## config.mk

```make
export PLATFORM = sky130hd
export DESIGN_NAME = block_cache_flat
export DESIGN_NICKNAME = d
export VERILOG_FILES = /design/src/rtl/block_cache_pkg.sv /design/src/rtl/block_cache_if.sv /design/src/rtl/block_cache_array.sv /design/src/rtl/block_cache.sv /design/src/flat_wrapper.sv
export SDC_FILE = /design/constraint.sdc
export NUM_CORES = 2
export LEC_CHECK = 0
export CAP_MARGIN = 10
export CORE_ASPECT_RATIO = 0.8
export CORE_UTILIZATION = 60
export DETAILED_ROUTE_END_ITERATION = 6
export DONT_BUFFER_PORTS = 1
export PLACE_DENSITY = 0.76
export SLEW_MARGIN = 20
export SYNTH_ARGS = -nofsm -noshare
export SYNTH_HDL_FRONTEND = slang
export SYNTH_SLANG_ARGS = --single-unit
```

## constraint.sdc

```tcl
create_clock -name clk_in -period 6.6 [get_ports clk_in]
set_clock_uncertainty 0.2 [all_clocks]
set_input_delay 1.32 -clock clk_in [delete_from_list [all_inputs] [get_ports clk_in]]
set_output_delay 1.32 -clock clk_in [all_outputs]
set_load 0.03 [all_outputs]
```

## src/rtl/block_cache_pkg.sv

```systemverilog
// Shared types and constants for the voxel block cache and its chunk ROM interface.
package block_cache_pkg;

  localparam int COORD_WIDTH = 8;
  localparam int CHUNK_WIDTH = 16;
  localparam int BLOCK_WIDTH = 5;

  typedef logic [BLOCK_WIDTH-1:0] block_type_t;

  typedef struct packed {
    logic signed [COORD_WIDTH-1:0] x;
    logic signed [COORD_WIDTH-1:0] y;
    logic signed [COORD_WIDTH-1:0] z;
  } block_pos_t;

  localparam block_type_t BLOCK_AIR = 5'd0;

  typedef enum logic [1:0] {
    IDLE      = 2'd0,
    LOOKUP    = 2'd1,
    MISS_WAIT = 2'd2
  } cache_state_t;

  localparam logic signed [COORD_WIDTH-1:0] CHUNK_LIMIT = COORD_WIDTH'(CHUNK_WIDTH);

  // The chunk spans [-CHUNK_WIDTH, CHUNK_WIDTH) on every axis.
  function automatic logic coord_oob(input logic signed [COORD_WIDTH-1:0] c);
    return (c >= CHUNK_LIMIT) || (c < -CHUNK_LIMIT);
  endfunction

  function automatic logic pos_is_oob(input block_pos_t p);
    return coord_oob(p.x) || coord_oob(p.y) || coord_oob(p.z);
  endfunction

endpackage

```

## src/rtl/block_cache_if.sv

```systemverilog
// Request/response and chunk ROM signals between the ray traversal unit, the cache and L3.
interface block_cache_if;
  import block_cache_pkg::*;

  logic        req_valid;
  logic        req_ready;
  block_pos_t  req_pos;
  logic        resp_valid;
  block_type_t resp_block;
  logic        resp_hit;
  block_pos_t  l3_addr;
  logic        l3_read_enable;
  block_type_t l3_out;

  modport slave (
    input  req_valid, req_pos, l3_out,
    output req_ready, resp_valid, resp_block, resp_hit, l3_addr, l3_read_enable
  );

  modport master (
    output req_valid, req_pos, l3_out,
    input  req_ready, resp_valid, resp_block, resp_hit, l3_addr, l3_read_enable
  );
endinterface

```

## src/rtl/block_cache_array.sv

```systemverilog
// Direct-mapped line storage: combinational read, synchronous write, valid bits with one-cycle flush.
module block_cache_array
  import block_cache_pkg::*;
#(
  parameter int INDEX_BITS = 6
) (
  input  logic                  clk_in,
  input  logic                  rst_in,
  input  logic                  flush,
  input  logic [INDEX_BITS-1:0] rd_index,
  output logic                  rd_valid,
  output block_pos_t            rd_tag,
  output block_type_t           rd_data,
  input  logic                  wr_en,
  input  logic [INDEX_BITS-1:0] wr_index,
  input  block_pos_t            wr_tag,
  input  block_type_t           wr_data
);
  localparam int LINES = 1 << INDEX_BITS;

  logic [LINES-1:0] valid_r;
  block_pos_t       tag_r  [LINES];
  block_type_t      data_r [LINES];

  assign rd_valid = valid_r[rd_index];
  assign rd_tag   = tag_r[rd_index];
  assign rd_data  = data_r[rd_index];

  // Valid bits: cleared by reset or flush, set by a line fill
  always_ff @(posedge clk_in or posedge rst_in) begin
    if (rst_in) begin
      valid_r <= '0;
    end else if (flush) begin
      valid_r <= '0;
    end else if (wr_en) begin
      valid_r[wr_index] <= 1'b1;
    end
  end

  // Tag and data payload; meaningless while the line is invalid, so no reset
  always_ff @(posedge clk_in) begin
    if (wr_en) begin
      tag_r[wr_index]  <= wr_tag;
      data_r[wr_index] <= wr_data;
    end
  end
endmodule

```

## src/rtl/block_cache.sv

```systemverilog
// Direct-mapped voxel block cache in front of the chunk ROM.
// Hits and out-of-chunk queries answer two cycles after accept; misses fetch the line from L3.
module block_cache
  import block_cache_pkg::*;
#(
  parameter int INDEX_BITS = 6,
  parameter int L3_LATENCY = 2
) (
  input  logic         clk_in,
  input  logic         rst_in,
  input  logic         flush,
  block_cache_if.slave bus
);
  localparam int K     = INDEX_BITS / 3;
  localparam int CNT_W = $clog2(L3_LATENCY + 2);
  localparam logic [CNT_W-1:0] WAIT_LOAD = CNT_W'(L3_LATENCY);
  localparam logic [CNT_W-1:0] WAIT_ZERO = {CNT_W{1'b0}};
  localparam logic [CNT_W-1:0] WAIT_ONE  = CNT_W'(1'b1);

  cache_state_t          state_r, state_s;
  block_pos_t            pos_r;
  logic [CNT_W-1:0]      wait_r, wait_s;
  logic                  drop_r, drop_s;
  logic                  resp_valid_r, resp_valid_s;
  logic                  resp_hit_r, resp_hit_s;
  block_type_t           resp_block_r, resp_block_s;
  logic                  l3_read_enable_r, l3_read_enable_s;
  block_pos_t            l3_addr_r, l3_addr_s;
  logic [INDEX_BITS-1:0] index_s;
  logic                  line_valid_s;
  block_pos_t            line_tag_s;
  block_type_t           line_data_s;
  logic                  oob_s, hit_s, fill_s, req_ready_s, accept_s;

  assign index_s     = {pos_r.z[K-1:0], pos_r.y[K-1:0], pos_r.x[K-1:0]};
  assign oob_s       = pos_is_oob(pos_r);
  assign hit_s       = line_valid_s && (line_tag_s == pos_r);
  assign req_ready_s = (state_r == IDLE) && !flush;
  assign accept_s    = bus.req_valid && req_ready_s;

  block_cache_array #(.INDEX_BITS(INDEX_BITS)) u_array (
    .clk_in   (clk_in),
    .rst_in   (rst_in),
    .flush    (flush),
    .rd_index (index_s),
    .rd_valid (line_valid_s),
    .rd_tag   (line_tag_s),
    .rd_data  (line_data_s),
    .wr_en    (fill_s),
    .wr_index (index_s),
    .wr_tag   (pos_r),
    .wr_data  (bus.l3_out)
  );

  // State register
  always_ff @(posedge clk_in or posedge rst_in) begin
    if (rst_in) begin
      state_r <= IDLE;
    end else begin
      state_r <= state_s;
    end
  end

  // Next-state logic
  always_comb begin
    state_s = state_r;
    case (state_r)
      IDLE:      if (accept_s) state_s = LOOKUP; else state_s = IDLE;
      LOOKUP:    if (oob_s || hit_s) state_s = IDLE; else state_s = MISS_WAIT;
      MISS_WAIT: if (wait_r == WAIT_ZERO) state_s = IDLE; else state_s = MISS_WAIT;
      default:   state_s = IDLE;
    endcase
  end

  // Next values of the registered outputs, wait counter, drop flag and fill strobe
  always_comb begin
    resp_valid_s     = 1'b0;
    resp_hit_s       = 1'b0;
    resp_block_s     = resp_block_r;
    l3_read_enable_s = 1'b0;
    l3_addr_s        = l3_addr_r;
    wait_s           = wait_r;
    drop_s           = drop_r;
    fill_s           = 1'b0;
    case (state_r)
      IDLE: drop_s = 1'b0;
      LOOKUP: begin
        if (oob_s) begin
          resp_valid_s = 1'b1;
          resp_hit_s   = 1'b1;
          resp_block_s = BLOCK_AIR;
        end else if (hit_s) begin
          resp_valid_s = 1'b1;
          resp_hit_s   = 1'b1;
          resp_block_s = line_data_s;
        end else begin
          l3_read_enable_s = 1'b1;
          l3_addr_s        = pos_r;
          wait_s           = WAIT_LOAD;
        end
      end
      MISS_WAIT: begin
        if (wait_r == WAIT_ZERO) begin
          // A flush seen anywhere in the wait, including this edge, keeps the line out
          resp_valid_s = 1'b1;
          resp_block_s = bus.l3_out;
          fill_s       = !drop_r && !flush;
          drop_s       = 1'b0;
        end else begin
          wait_s = wait_r - WAIT_ONE;
          if (flush) drop_s = 1'b1; else drop_s = drop_r;
        end
      end
      default: drop_s = 1'b0;
    endcase
  end

  // Output, counter, drop flag and captured-request registers
  always_ff @(posedge clk_in or posedge rst_in) begin
    if (rst_in) begin
      pos_r            <= '0;
      wait_r           <= WAIT_ZERO;
      drop_r           <= 1'b0;
      resp_valid_r     <= 1'b0;
      resp_hit_r       <= 1'b0;
      resp_block_r     <= BLOCK_AIR;
      l3_read_enable_r <= 1'b0;
      l3_addr_r        <= '0;
    end else begin
      if (accept_s) pos_r <= bus.req_pos;
      wait_r           <= wait_s;
      drop_r           <= drop_s;
      resp_valid_r     <= resp_valid_s;
      resp_hit_r       <= resp_hit_s;
      resp_block_r     <= resp_block_s;
      l3_read_enable_r <= l3_read_enable_s;
      l3_addr_r        <= l3_addr_s;
    end
  end

  assign bus.req_ready      = req_ready_s;
  assign bus.resp_valid     = resp_valid_r;
  assign bus.resp_hit       = resp_hit_r;
  assign bus.resp_block     = resp_block_r;
  assign bus.l3_read_enable = l3_read_enable_r;
  assign bus.l3_addr        = l3_addr_r;
endmodule

```

## src/flat_wrapper.sv

```systemverilog
// flat-port wrapper written by rule: the top's interface ports become plain ports
module block_cache_flat import block_cache_pkg::*;
#(
  parameter int INDEX_BITS = 6,
  parameter int L3_LATENCY = 2
)
  (clk_in, rst_in, flush, bus_req_valid, bus_req_pos, bus_l3_out, bus_req_ready, bus_resp_valid, bus_resp_block, bus_resp_hit, bus_l3_addr, bus_l3_read_enable);
  block_cache_if bus_i ();
  input  logic clk_in;
  input  logic rst_in;
  input  logic flush;
  input wire logic [$bits(bus_i.req_valid)-1:0] bus_req_valid;
  input wire logic [$bits(bus_i.req_pos)-1:0] bus_req_pos;
  input wire logic [$bits(bus_i.l3_out)-1:0] bus_l3_out;
  output wire logic [$bits(bus_i.req_ready)-1:0] bus_req_ready;
  output wire logic [$bits(bus_i.resp_valid)-1:0] bus_resp_valid;
  output wire logic [$bits(bus_i.resp_block)-1:0] bus_resp_block;
  output wire logic [$bits(bus_i.resp_hit)-1:0] bus_resp_hit;
  output wire logic [$bits(bus_i.l3_addr)-1:0] bus_l3_addr;
  output wire logic [$bits(bus_i.l3_read_enable)-1:0] bus_l3_read_enable;
  assign bus_i.req_valid = bus_req_valid;
  assign bus_i.req_pos = bus_req_pos;
  assign bus_i.l3_out = bus_l3_out;
  assign bus_req_ready = bus_i.req_ready;
  assign bus_resp_valid = bus_i.resp_valid;
  assign bus_resp_block = bus_i.resp_block;
  assign bus_resp_hit = bus_i.resp_hit;
  assign bus_l3_addr = bus_i.l3_addr;
  assign bus_l3_read_enable = bus_i.l3_read_enable;
  block_cache #(.INDEX_BITS(INDEX_BITS), .L3_LATENCY(L3_LATENCY)) u_core (.clk_in(clk_in), .rst_in(rst_in), .flush(flush), .bus(bus_i));
endmodule
```

# Word-level counts from Yosys, hierarchy flattened
# Memory sizes are Yosys's and may differ from the RTL's.
# Cells that the tools add are included.
# word_totals
mem_bits_rw	1856
wordCells	92
mem_count	2
reg_bits	125
# memory_table
memory	words	word_bits	read_ports	rd_clocked_by_memory_dff	write_ports	line	rtl
u_core.u_array.tag_r	64	24	1	0	1	block_cache_array.sv:22	block_pos_t tag_r [LINES];
u_core.u_array.data_r	64	5	1	0	1	block_cache_array.sv:23	block_type_t data_r [LINES];
# classes
add_sub_neg	1
magnitude_cmp	8
reduce_logical	21
bitwise_logic	4
eq_ne	9
n_mux	33
# ops
operator	n
$mux W64	2
$or A64 B64 Y64	1
$eq A24 B24 Y1	1
$ge A8 B6 Y1 const B	3
$lt A8 B5 Y1 const B	3
$mux W1	16
$mux W5	3
$mux W2	5
$pmux W5 S2	1
$lt A6 B7 Y1 const B	1
$bmux W1 S6	1
$demux W1 S6	1
$ge A6 B1 Y1 const B	1
$logic_or A1 B1 Y1	6
$ne A2 B2 Y1 const B	3
$pmux W2 S3	1
$reduce_and A3 Y1	2
$logic_and A1 B1 Y1	5
$logic_not A2 Y1	2
$pmux W1 S2	2
$pmux W2 S2	1
$reduce_and A4 Y1	1
$reduce_bool A2 Y1	2
$ne A3 B1 Y1 const B	1
other kinds (8)	11

# Depth between registers and ports, before layout
# logic_depth
word_depth	7
mapped_depth	18

# Hierarchy
# A second synthesis with hierarchy kept.
# unflattened
hier_cells	3846
area_unflattened_um2	77322.9
# modules_own_cells
module	instances	seq_area_each_um2	cells_per_inst	area_per_inst_um2
block_cache_array	1	57335.0	3628	74466.4
block_cache	1	1526.5	218	2856.5

# Least setup slack after synthesis
# Ideal clock, no wire load.
# synth_timing
kind	register to register
startpoint	register u_core.pos_r (netlist bit u_core.index_s[2])
endpoint	memory u_core.u_array.data_r[12][0] (netlist bit) (enable)
arrival_time_ns	4.882
n_path_buf	10
path_stages_with_launch	13
slack_ns	1.102
synth_period_minus_slack_ns	5.498
path_cell_list	dfrtp_1 > buf_4 > buf_6 > buf_4 > buf_2 > buf_4 > buf_2 > buf_2 > buf_2 > buf_1 > clkbuf_1 > nand3_1 > nor2_1
# synth_rtl
item	line	rtl
from (decl)	block_cache.sv:21	block_pos_t pos_r;
from (signal assigned)	block_cache.sv:130	if (accept_s) pos_r <= bus.req_pos;
to (decl)	block_cache_array.sv:23	
# Straight into the memory's write port.

# Worst setup path in the final report
# layout_timing
startpoint	register u_core.pos_r (netlist bit u_core.index_s[1])
endpoint	register u_core.l3_addr_r (netlist bit u_core.bus.l3_addr[14])
# layout_between
elab_chain_len	6
elab_cells_between_ends	13
classes_between	order compare (2); eq/ne (1); mux (2); bitwise (2); reduce/logical (5); memory (1)
# layout_rtl
item	line	rtl
parallel branches: the longest is 5 deep, another holds $mem_v2 Z64 W24	n/a	
$reduce_and A3 Y1 (no source line) (*)	n/a	
to (signal assigned)	block_cache.sv:137	l3_addr_r <= l3_addr_s;
to (decl)	block_cache.sv:28	block_pos_t l3_addr_r, l3_addr_s;
# Every way passes the cells marked *. The select of a mux whose other input is x is not followed.
# A chain may end at the register's enable or synchronous reset.

==> flow_metrics.env <==
export IMPL_outcome="complete, but fails checks"
export IMPL_violations="design-rule violations"
export IMPL_grt_pass1_wl_mm=348
export IMPL_grt_pass1_vias=44378
export IMPL_path_delay_family="compound AO/OA/AOI/OAI gates"
export IMPL_post_cts_setup_buffers=0
export IMPL_layout_drive_gt1_share_pct=21.1
export IMPL_overflow=0
export IMPL_clock_sinks=1981
export IMPL_io_pins=66
export IMPL_routed_wirelength_mm=255
export IMPL_met1_length_mm=86.4
export IMPL_antenna_found_initial=16
export IMPL_start_kind="flip-flop"
export IMPL_first_iter_violations=9847
export IMPL_syn2layout_area_growth_pct=12.2
export IMPL_postRouteAntennaNets=0
export IMPL_clk_latency_ns=0.83
export IMPL_dr_wl_met3_mm=47.1
export IMPL_place_gp_congestion=1.05
export IMPL_dr_total_vias=47531
export IMPL_drt_pass1_iter_count=7
export IMPL_cts_tree="built"
export IMPL_p_int_w=0.0213
export IMPL_slowest_delay_ns=1.19
export IMPL_syn_area_um2=77000
export IMPL_core_um2=127000
export IMPL_syn_avg_cell_area_um2=18.0
export IMPL_setup_viol=0
export IMPL_vias_per_cell=7.58
export IMPL_power_density_nw_per_um2=347
export IMPL_synthFlopType="edfxtp_1"
export IMPL_fp_dieW_um=403
export IMPL_hold_class="in -> async"
export IMPL_worstPathCellList="buf_4 -> mux2_2 -> a221oi_1 -> o21ai_0 -> a2111oi_0 -> nand4_1 -> xor2_1 -> nor4_1 -> nand4_1 -> o31ai_4 -> nor2_4 -> mux2_2"
export IMPL_rrSetupSlack_ns=0.26
export IMPL_power_leakage_nw=28.2
export IMPL_drc=11
export IMPL_cp_buffers_inverters=1
export IMPL_die_area_um2=130000
export IMPL_slew_violations=0
export IMPL_die_h_um=322
export IMPL_ys_warn_count=0
export IMPL_start_util_pct=60.5
export IMPL_path_class="reg -> reg"
export IMPL_synth_cell_types=70
export IMPL_hold_buffers=0
export IMPL_top_layer="met5"
export IMPL_cts_clk_slew_worst_paths_ns=0.06
export IMPL_synth_cells=4281
export IMPL_p_seq_share_pct=48.4
export IMPL_relSlewSlack_pct=5.82
export IMPL_hold_violations=0
export IMPL_utilization_pct=67.9
export IMPL_layout_nets=4484
export IMPL_cp_required_ns=7.10
export IMPL_fin_setup_tns_ns=0
export IMPL_vdd_ir_drop_max_mv=0.290
export IMPL_clock_path_buffers=3
export IMPL_met2_length_mm=106
export IMPL_fmax_mhz=158
export IMPL_ys_ff_latch=1981
export IMPL_power_switching_w=0.00865
export IMPL_max_cap_violations=0
export IMPL_rsz0062_at_grt="no"
export IMPL_crit_fanout=48
export IMPL_cts_repair_resized=0
export IMPL_min_period_ns=6.34
export IMPL_wire_per_inst_um=40.7
export IMPL_root_buffer="clkbuf_16"
export IMPL_h_tree_depth=4
export IMPL_switching_share_pct=28.9
export IMPL_arrival_ns=6.85
export IMPL_async_reset_ff_share_pct=6.31
export IMPL_grt_start_max_net_pins=80
export IMPL_clkPwrFrac_pct=34.0
export IMPL_cpMaxStageDelayCell="a2111oi_0"
export IMPL_multi_input_area_um2=17300
export IMPL_worst_slew_pin_slew_ns=1.41
export IMPL_syn_num_nets=4319
export IMPL_grt_usage_pct=39.0
export IMPL_place_hpwl_mm=151
export IMPL_fill_cells=7868
export IMPL_crit_path_end_kind="flip-flop"
export IMPL_pwr_share_comb_pct=17.6
export IMPL_final_seq_area_um2=58900
export IMPL_seq_area_frac_synth_pct=76.4
export IMPL_synth_edf_count=1856
export IMPL_numCtsBuffers=178
export IMPL_period_share_pct=96.1
export IMPL_io_buffers=0
export IMPL_rows=117
final cells by class:
cell class	instances	area share, %
antenna	6	0.0174
sequential	1981	68.2
tap	1666	2.41
timing repair buffer	268	2.79
inverter	17	0.0869
multi-input combinational	2000	20.0
clock inverter	82	0.814
clock buffer	248	5.70
per-layer routing:
metal  GRT usage, %  vias to the layer above
li1               -                    17813
met2           53.9                     5105
met5           1.06                        -
met4           20.1                       20
met1           53.1                    23672
met3           16.4                      921
Yosys cell counts (11+ instances only):
cell | number | area [um^2]
edfxtp_1 | 1856 | 55700
nor2_1 | 278 | 1040
mux2i_1 | 254 | 2540
mux2_2 | 191 | 2150
a22oi_1 | 131 | 983
mux4_2 | 129 | 2910
a21oi_1 | 126 | 631
dfrtp_1 | 125 | 3130
o22ai_1 | 121 | 757
a221oi_1 | 120 | 1050
clkbuf_1 | 114 | 428
buf_2 | 112 | 561
nand2_1 | 94 | 353
o21ai_0 | 92 | 460
a221o_1 | 59 | 591
a31oi_1 | 31 | 194
a22o_1 | 30 | 263
nand3_1 | 29 | 145
o221ai_1 | 29 | 254
buf_1 | 27 | 101
mux2_1 | 26 | 293
buf_4 | 19 | 143
nand4_1 | 19 | 119
o2bb2ai_1 | 18 | 158
inv_1 | 16 | 60.1
xnor2_1 | 15 | 131
a211oi_1 | 14 | 105
nor3_1 | 14 | 70.1
o211ai_1 | 13 | 97.6
a32oi_1 | 11 | 96.3
nand2b_1 | 11 | 68.8
nor4_1 | 11 | 68.8
o22a_1 | 11 | 96.3
power by group through the flow:
stage	sequential, W	clock, W	combinational (W)
after floorplan	0.0148	0	0.00248
after detailed placement	0.0147	0	0.00492
after global placement	0.0147	0	0.00486
after CTS	0.0145	0.0102	0.00495
after global routing	0.0145	0.0106	0.00523
final	0.0145	0.0102	0.00527
registers in the layout, indices dropped and copies added, names as in the netlist:
| register | count |
|---|---|
| u_core.bus.l3_addr | 24 |
| u_core.bus.l3_read_enable | 1 |
| u_core.bus.resp_block | 5 |
| u_core.bus.resp_hit | 1 |
| u_core.bus.resp_valid | 1 |
| u_core.drop_r | 1 |
| u_core.index_s | 6 |
| u_core.pos_r | 18 |
| u_core.state_r | 2 |
| u_core.u_array.data_r | 320 |
| u_core.u_array.tag_r | 1536 |
| u_core.u_array.valid_r | 64 |
| u_core.wait_r | 2 |
per-stage QoR:
stage	hold slack [ns]	instance area [um^2]	setup WS (ns)	std cells	total power, W
final	0.272	86400	0.257	6268	0.0300
after global routing	0.304	86400	0.380	6263	0.0303
after detailed placement	0.284	80700	0.705	5930	0.0196
after floorplan	0.261	77000	1.10	4281	0.0173
after CTS	0.281	86400	0.577	6260	0.0296
after global placement	0.272	80700	0.821	5928	0.0196
logic make-up (layout without fill, tap and decap cells):
group	count (synthesis)	in the layout	share of synthesized area, %
muxes	610	610	10.4
adders and majority gates	5	5	0.0812
AOI/OAI and AO/OA	856	856	8.06
other	0	6	0
DFF	1981	1981	76.4
and+or+nand+nor	510	510	2.94
xor gates and xnor gates	19	19	0.216
buffers and inverters	300	615	1.84
placed cells by master, fill, tap and decap left out, types with 56 or more instances in the layout:
cell type and n:
a21oi_1 126, a221o_1 59, a221oi_1 120, a22oi_1 131, buf_4 236, clkbuf_1 56, clkbuf_16 184, dfrtp_1 101
edfxtp_1 1856, mux2_2 191, mux2i_1 254, mux4_2 129, nand2_1 93, nor2_1 210, nor2_4 68, o21ai_0 92
o22ai_1 121
worst paths after layout:
path                                             from                          to  cells after the start
max                                 u_core.index_s[1]      u_core.bus.l3_addr[14]                     12
max reg2reg                         u_core.index_s[1]      u_core.bus.l3_addr[14]                     12
min in group clk_in        u_core.u_array.valid_r[13]  u_core.u_array.valid_r[13]                      2
max in group asynchronous                      rst_in           u_core.index_s[1]                      2
min reg2reg                u_core.u_array.valid_r[13]  u_core.u_array.valid_r[13]                      2
min                                            rst_in   u_core.bus.l3_read_enable                      1
Note: power is estimated with default switching activity, not from simulation.
